$ cat config.mk
export PLATFORM = sky130hd
export DESIGN_NAME = seq_shift_unit_flat
export DESIGN_NICKNAME = d
export VERILOG_FILES = /design/src/rtl/seq_shift_unit_pkg.sv /design/src/rtl/seq_shift_unit_if.sv /design/src/rtl/seq_shift_unit_shift_step.sv /design/src/rtl/seq_shift_unit.sv /design/src/flat_wrapper.sv
export SDC_FILE = /design/constraint.sdc
export NUM_CORES = 1
export LEC_CHECK = 0
export CORE_UTILIZATION = 45
export CTS_CLUSTER_SIZE = 12
export DETAILED_ROUTE_END_ITERATION = 10
export GPL_TIMING_DRIVEN = 1
export PLACE_DENSITY = 0.74
export SLEW_MARGIN = 20
export SYNTH_ARGS = -nofsm -noshare
export SYNTH_HDL_FRONTEND = slang
export SYNTH_SLANG_ARGS = --single-unit
$ cat constraint.sdc
create_clock -name clk -period 4.8 [get_ports clk]
set_clock_uncertainty 0.1 [all_clocks]
set_input_delay 0.96 -clock clk [delete_from_list [all_inputs] [get_ports clk]]
set_output_delay 0.96 -clock clk [all_outputs]
set_load 0.05 [all_outputs]
$ cat src/rtl/seq_shift_unit_pkg.sv
// Shared definitions for the iterative shifter: op encodings, FSM states and the
// single-bit step function also used by the combinational shifter.
package seq_shift_unit_pkg;

  localparam int unsigned MaxWidth = 64;

  typedef logic [2:0] sh_op_t;

  localparam sh_op_t SH_ROL  = 3'b000;
  localparam sh_op_t SH_ROR  = 3'b001;
  localparam sh_op_t SH_LSL  = 3'b010;
  localparam sh_op_t SH_LSR  = 3'b011;
  localparam sh_op_t SH_ASR  = 3'b100;
  localparam sh_op_t SH_PASS = 3'b101;

  typedef enum logic [1:0] {
    StIdle,
    StShift,
    StDone
  } state_e;

  // Operand lives in the low `width` bits of w; upper bits must be zero.
  // Returns {carry, w}; carry_in is passed through for the pass-through ops.
  function automatic logic [MaxWidth:0] step(input sh_op_t op,
                                             input logic [MaxWidth-1:0] w,
                                             input int unsigned width,
                                             input logic carry_in);
    logic [MaxWidth-1:0] mask;
    logic [MaxWidth-1:0] top;
    logic [MaxWidth-1:0] res;
    logic msb;
    logic lsb;
    logic cout;
    mask = {MaxWidth{1'b1}} >> (MaxWidth - width);
    top  = MaxWidth'(1) << (width - 1);
    msb  = |(w & top);
    lsb  = w[0];
    res  = w;
    cout = carry_in;
    case (op)
      SH_ROL: begin
        res  = ((w << 1) | (msb ? MaxWidth'(1) : '0)) & mask;
        cout = msb;
      end
      SH_ROR: begin
        res  = (w >> 1) | (lsb ? top : '0);
        cout = lsb;
      end
      SH_LSL: begin
        res  = (w << 1) & mask;
        cout = msb;
      end
      SH_LSR: begin
        res  = w >> 1;
        cout = lsb;
      end
      SH_ASR: begin
        res  = (w >> 1) | (msb ? top : '0);
        cout = lsb;
      end
      default: begin
        res  = w;
        cout = carry_in;
      end
    endcase
    return {cout, res};
  endfunction

endpackage

$ cat src/rtl/seq_shift_unit_if.sv
// Request/response bundle between the control unit (master) and the shifter (slave).
interface seq_shift_unit_if #(
  parameter int unsigned WIDTH = 8,
  parameter int unsigned AMT_W = 4
);
  logic             start;
  logic [2:0]       op;
  logic [AMT_W-1:0] amt;
  logic [WIDTH-1:0] data_in;
  logic             carry_in;
  logic             busy;
  logic             done;
  logic [WIDTH-1:0] result;
  logic             carry_out;

  modport master (
    output start, op, amt, data_in, carry_in,
    input  busy, done, result, carry_out
  );

  modport slave (
    input  start, op, amt, data_in, carry_in,
    output busy, done, result, carry_out
  );
endinterface

$ cat src/rtl/seq_shift_unit_shift_step.sv
// Combinational single-bit shift/rotate step with ARM-style carry out.
module shift_step
  import seq_shift_unit_pkg::*;
#(
  parameter int unsigned Width = 8
) (
  input  sh_op_t           op_i,
  input  logic [Width-1:0] w_i,
  input  logic             c_i,
  output logic [Width-1:0] w_o,
  output logic             c_o
);

  logic [MaxWidth:0] r;

  assign r   = step(op_i, MaxWidth'(w_i), Width, c_i);
  assign w_o = r[Width-1:0];
  assign c_o = r[MaxWidth];

  if (Width < MaxWidth) begin : g_unused
    logic unused_hi;
    assign unused_hi = ^r[MaxWidth-1:Width];
  end

endmodule

$ cat src/rtl/seq_shift_unit.sv
// Multi-cycle shift/rotate engine: one single-bit step per clock until the amount is
// exhausted, then a one-cycle done pulse with result and carry held until the next start.
module seq_shift_unit
  import seq_shift_unit_pkg::*;
#(
  parameter int unsigned WIDTH = 8,
  parameter int unsigned AMT_W = 4
) (
  input  logic            clk,
  input  logic            rst,
  seq_shift_unit_if.slave bus
);

  state_e           state_q, state_d;
  logic [AMT_W-1:0] cnt_q, cnt_d;
  logic [WIDTH-1:0] w_q, w_d;
  logic             c_q, c_d;
  sh_op_t           op_q, op_d;
  logic             done_q, done_d;

  logic [WIDTH-1:0] step_w;
  logic             step_c;

  shift_step #(
    .Width(WIDTH)
  ) u_step (
    .op_i(op_q),
    .w_i (w_q),
    .c_i (c_q),
    .w_o (step_w),
    .c_o (step_c)
  );

  always_comb begin
    state_d = state_q;
    cnt_d   = cnt_q;
    w_d     = w_q;
    c_d     = c_q;
    op_d    = op_q;
    done_d  = 1'b0;
    case (state_q)
      StIdle: begin
        if (bus.start) begin
          op_d  = bus.op;
          w_d   = bus.data_in;
          c_d   = bus.carry_in;
          cnt_d = bus.amt;
          if (bus.amt != '0) begin
            state_d = StShift;
          end else begin
            state_d = StDone;
            done_d  = 1'b1;
          end
        end
      end
      StShift: begin
        w_d   = step_w;
        c_d   = step_c;
        cnt_d = cnt_q - AMT_W'(1);
        if (cnt_q == AMT_W'(1)) begin
          state_d = StDone;
          done_d  = 1'b1;
        end
      end
      StDone: begin
        state_d = StIdle;
      end
      default: begin
        state_d = StIdle;
      end
    endcase
  end

  always_ff @(posedge clk) begin
    if (rst) begin
      state_q <= StIdle;
      cnt_q   <= '0;
      w_q     <= '0;
      c_q     <= 1'b0;
      op_q    <= SH_ROL;
      done_q  <= 1'b0;
    end else begin
      state_q <= state_d;
      cnt_q   <= cnt_d;
      w_q     <= w_d;
      c_q     <= c_d;
      op_q    <= op_d;
      done_q  <= done_d;
    end
  end

  // busy decodes the registered state, so it never depends on start combinationally.
  assign bus.busy      = (state_q == StShift);
  assign bus.done      = done_q;
  assign bus.result    = w_q;
  assign bus.carry_out = c_q;

endmodule

$ cat src/flat_wrapper.sv
// flat-port wrapper written by rule: the top's interface ports become plain ports
module seq_shift_unit_flat import seq_shift_unit_pkg::*;
#(
  parameter int unsigned WIDTH = 8,
  parameter int unsigned AMT_W = 4
)
  (clk, rst, bus_start, bus_op, bus_amt, bus_data_in, bus_carry_in, bus_busy, bus_done, bus_result, bus_carry_out);
  seq_shift_unit_if #(.WIDTH(WIDTH), .AMT_W(AMT_W)) bus_i ();
  input  logic clk;
  input  logic rst;
  input wire logic [$bits(bus_i.start)-1:0] bus_start;
  input wire logic [$bits(bus_i.op)-1:0] bus_op;
  input wire logic [$bits(bus_i.amt)-1:0] bus_amt;
  input wire logic [$bits(bus_i.data_in)-1:0] bus_data_in;
  input wire logic [$bits(bus_i.carry_in)-1:0] bus_carry_in;
  output wire logic [$bits(bus_i.busy)-1:0] bus_busy;
  output wire logic [$bits(bus_i.done)-1:0] bus_done;
  output wire logic [$bits(bus_i.result)-1:0] bus_result;
  output wire logic [$bits(bus_i.carry_out)-1:0] bus_carry_out;
  assign bus_i.start = bus_start;
  assign bus_i.op = bus_op;
  assign bus_i.amt = bus_amt;
  assign bus_i.data_in = bus_data_in;
  assign bus_i.carry_in = bus_carry_in;
  assign bus_busy = bus_i.busy;
  assign bus_done = bus_i.done;
  assign bus_result = bus_i.result;
  assign bus_carry_out = bus_i.carry_out;
  seq_shift_unit #(.WIDTH(WIDTH), .AMT_W(AMT_W)) u_core (.clk(clk), .rst(rst), .bus(bus_i));
endmodule
==> metrics.yaml <==
outcome: "finished clean"
area_growth_pct: 24.73
fmax_mhz: 302.2
route.met3.wl_um: 178
hold_buffers: 0
setup_viol: 0
startpoint_type: "register"
rows: 17
wirelength_um: 2679
grt_overflow: 0
syn-num-nets: 167
intPower_mw: 0.2805
period_needed_ps: 3309
fin_nets: 191
power_leakage_nw: 0.4901
fin_crit_sh_pct: 68.93
end_kind: "output pin"
clockPowerShare_pct: 18.3
root_buffer: "clkbuf_4"
wl_per_cell_um: 13.60
hp-class: "register to register"
cp.required_ps: 3740
grt_pass1_vias: 962
io_pins: 30
clock-sinks: 19
routed.top_layer: "met4"
netlist_area_um2: 1139
syn_area_per_cell_um2: 7.799
synth-edff-count: 0
fillCellCount: 217
drtPass1Iterations: 5
yosysMostFrequentCell: "a21oi_1"
swShare_pct: 37.94
hold_violations: 0
power_density_nw_per_um2: 318.3
arrival_ps: 2250
power.share.sequential_pct: 44.6
clock_path_buffers: 2
synth-async-reset-ratio_pct: 0
cts.repair.resized: 0
grt_use_total_pct: 21.03
worstPathMaxFanout: 17
core_um2: 2297
ys_ff_latch: 19
worstMarginPinSlew_ps: 703.2
drt_iter0_markers: 27
clk_latency_ps: 300
vias: 1131
switchingPower_mw: 0.1715
setup-tns-final_ps: 0
port-buffer-count: 29
initial_core_util_pct: 49.56
cts_tree: "done"
fp.dieW_um: 52.30
cts_made_buffers: 3
ys_types: 38
netlist_instances: 146
slew_violations: 0
yosysSeqAreaShare_pct: 33.41
h-tree-depth: 1
routabilityCongestion: 0.8553
synthFlopType: "dfxtp_1"
synth_area_leaders: "dfxtp_1 33%, a21oi_1 8.8%, a311o_1 7.0%, o21ai_0 6.2%, nand2_1 4.6%"
viasPerCell: 5.741
timing.final.ws_setup_ps: 1491
clkSlewWorstSetupHoldPaths_ps: 100
place_worst_setup_slack_ps: 1833
vdd_drop_max_v: 0.0002006
worstSetupPathType: "register to output pin"
grt_pass1_wl_um: 4250
synth_top_area_share_pct: 33.41
yosys-top-cells-count: "20 x a21oi_1, 19 x dfxtp_1, 14 x nand2_1, 14 x nor2_1, 14 x o21ai_0"
post_cts_buffers: 0
yosys.area.top_type: "dfxtp_1"
dp.final_hpwl_um: 1911
dieArea_um2: 2735
wl_met2_um: 1291
antenna_cells: 0
drive_gt1_share_pct: 5.917
cap_viol_max_count: 0
relSlewSlack_pct: 52.97
drt.antenna.violating_nets: 0
die_h_um: 52.30
grt_max_degree: 20
rsz0062_at_grt: "no"
wl_met1_um: 1161
antenna_found_initial: 0
drc_errors: 0
yosysWarnings: 0
power_frac_comb_pct: 37.1
worst max-delay path, stage by stage (launching register included):
cell             delay, ps
dfxtp_1                540
nand2b_2               210
clkinv_1               360
clkdlybuf4s50_1        830
routing by layer:
metal  global-route usage (%)  up-vias
met5                        0        -
met2                    36.71       47
met4                    9.211        0
met3                    2.609        5
li1                         -      568
met1                    25.44      511
stage by stage:
stage | cells | power (mW) | cell area [um2] | hold slack (ps) | utilization (%)
finish | 197 | 0.4520 | 1420 | 371.7 | 61.82
global route | 197 | 0.4767 | 1420 | 419.1 | 61.82
CTS | 197 | 0.4549 | 1420 | 375.8 | 61.82
detailed placement | 193 | 0.3722 | 1394 | 357.2 | 60.68
global placement | 193 | 0.3695 | 1394 | 347.7 | 60.68
floorplan | 146 | 0.3247 | 1139 | 386.6 | -
cells by family (layout without fill, tap and decap cells):
logic type               Yosys count  count (layout)  share of synthesized area [%]
adder cells (fa/ha/maj)            2               2                          2.197
AO/OA/AOI/OAI                     51              51                          28.79
buffers and inverters             17              40                          8.460
multiplexers                       2               2                          1.868
AND/OR/NAND/NOR                   55              55                          25.28
flip-flops                        19              19                          33.41
final timing paths:
| path | to | cells past startpoint | slack, ps | from |
|---|---|---|---|---|
| setup / recovery | bus_busy | 3 | 1490 | u_core.state_q[1] |
| hold / removal | u_core.bus.carry_out | 2 | 370 | u_core.bus.carry_out |
| setup reg to reg | u_core.bus.result[5] | 4 | 2960 | u_core.state_q[0] |
| hold reg to reg | u_core.bus.carry_out | 2 | 370 | u_core.bus.carry_out |
flip-flops by register name, indices dropped and copies added, names as in the netlist:
name                  count
u_core.bus.done           1
u_core.state_q            2
u_core.op_q               3
u_core.bus.carry_out      1
u_core.bus.result         8
u_core.cnt_q              4
area by class of cell:
cell class / instances / area (um2) / area share, %
Clock buffer: 4 / 26.28 / 1.850
Inverter: 7 / 26.28 / 1.850
Multi-Input combinational cell: 110 / 661.9 / 46.61
Sequential cell: 19 / 380.4 / 26.78
Tap cell: 28 / 35.03 / 2.467
Timing Repair Buffer: 29 / 290.3 / 20.44
power by group through the flow:
stage                     Sequential [mW]  Combinational [mW]  Clock (mW)
after floorplan                     0.229              0.0957           0
after global placement              0.204               0.165           0
after detailed placement            0.205               0.167           0
after CTS                           0.202               0.168      0.0856
after global routing                0.205               0.181      0.0904
final                               0.202               0.168      0.0826
cell usage in the layout (no fill, tap or decap), types with 2 or more instances in the layout:
cell	instances
a21oi_1	20
a311o_1	8
clkbuf_4	3
clkdlybuf4s50_1	29
dfxtp_1	19
ha_1	2
inv_1	6
nand2_1	14
nand2b_1	4
nand3_1	8
nand3b_1	2
nor2_1	14
nor2b_1	3
nor4_1	2
o21ai_0	14
No activity file was read; power rests on OpenSTA's default activity.
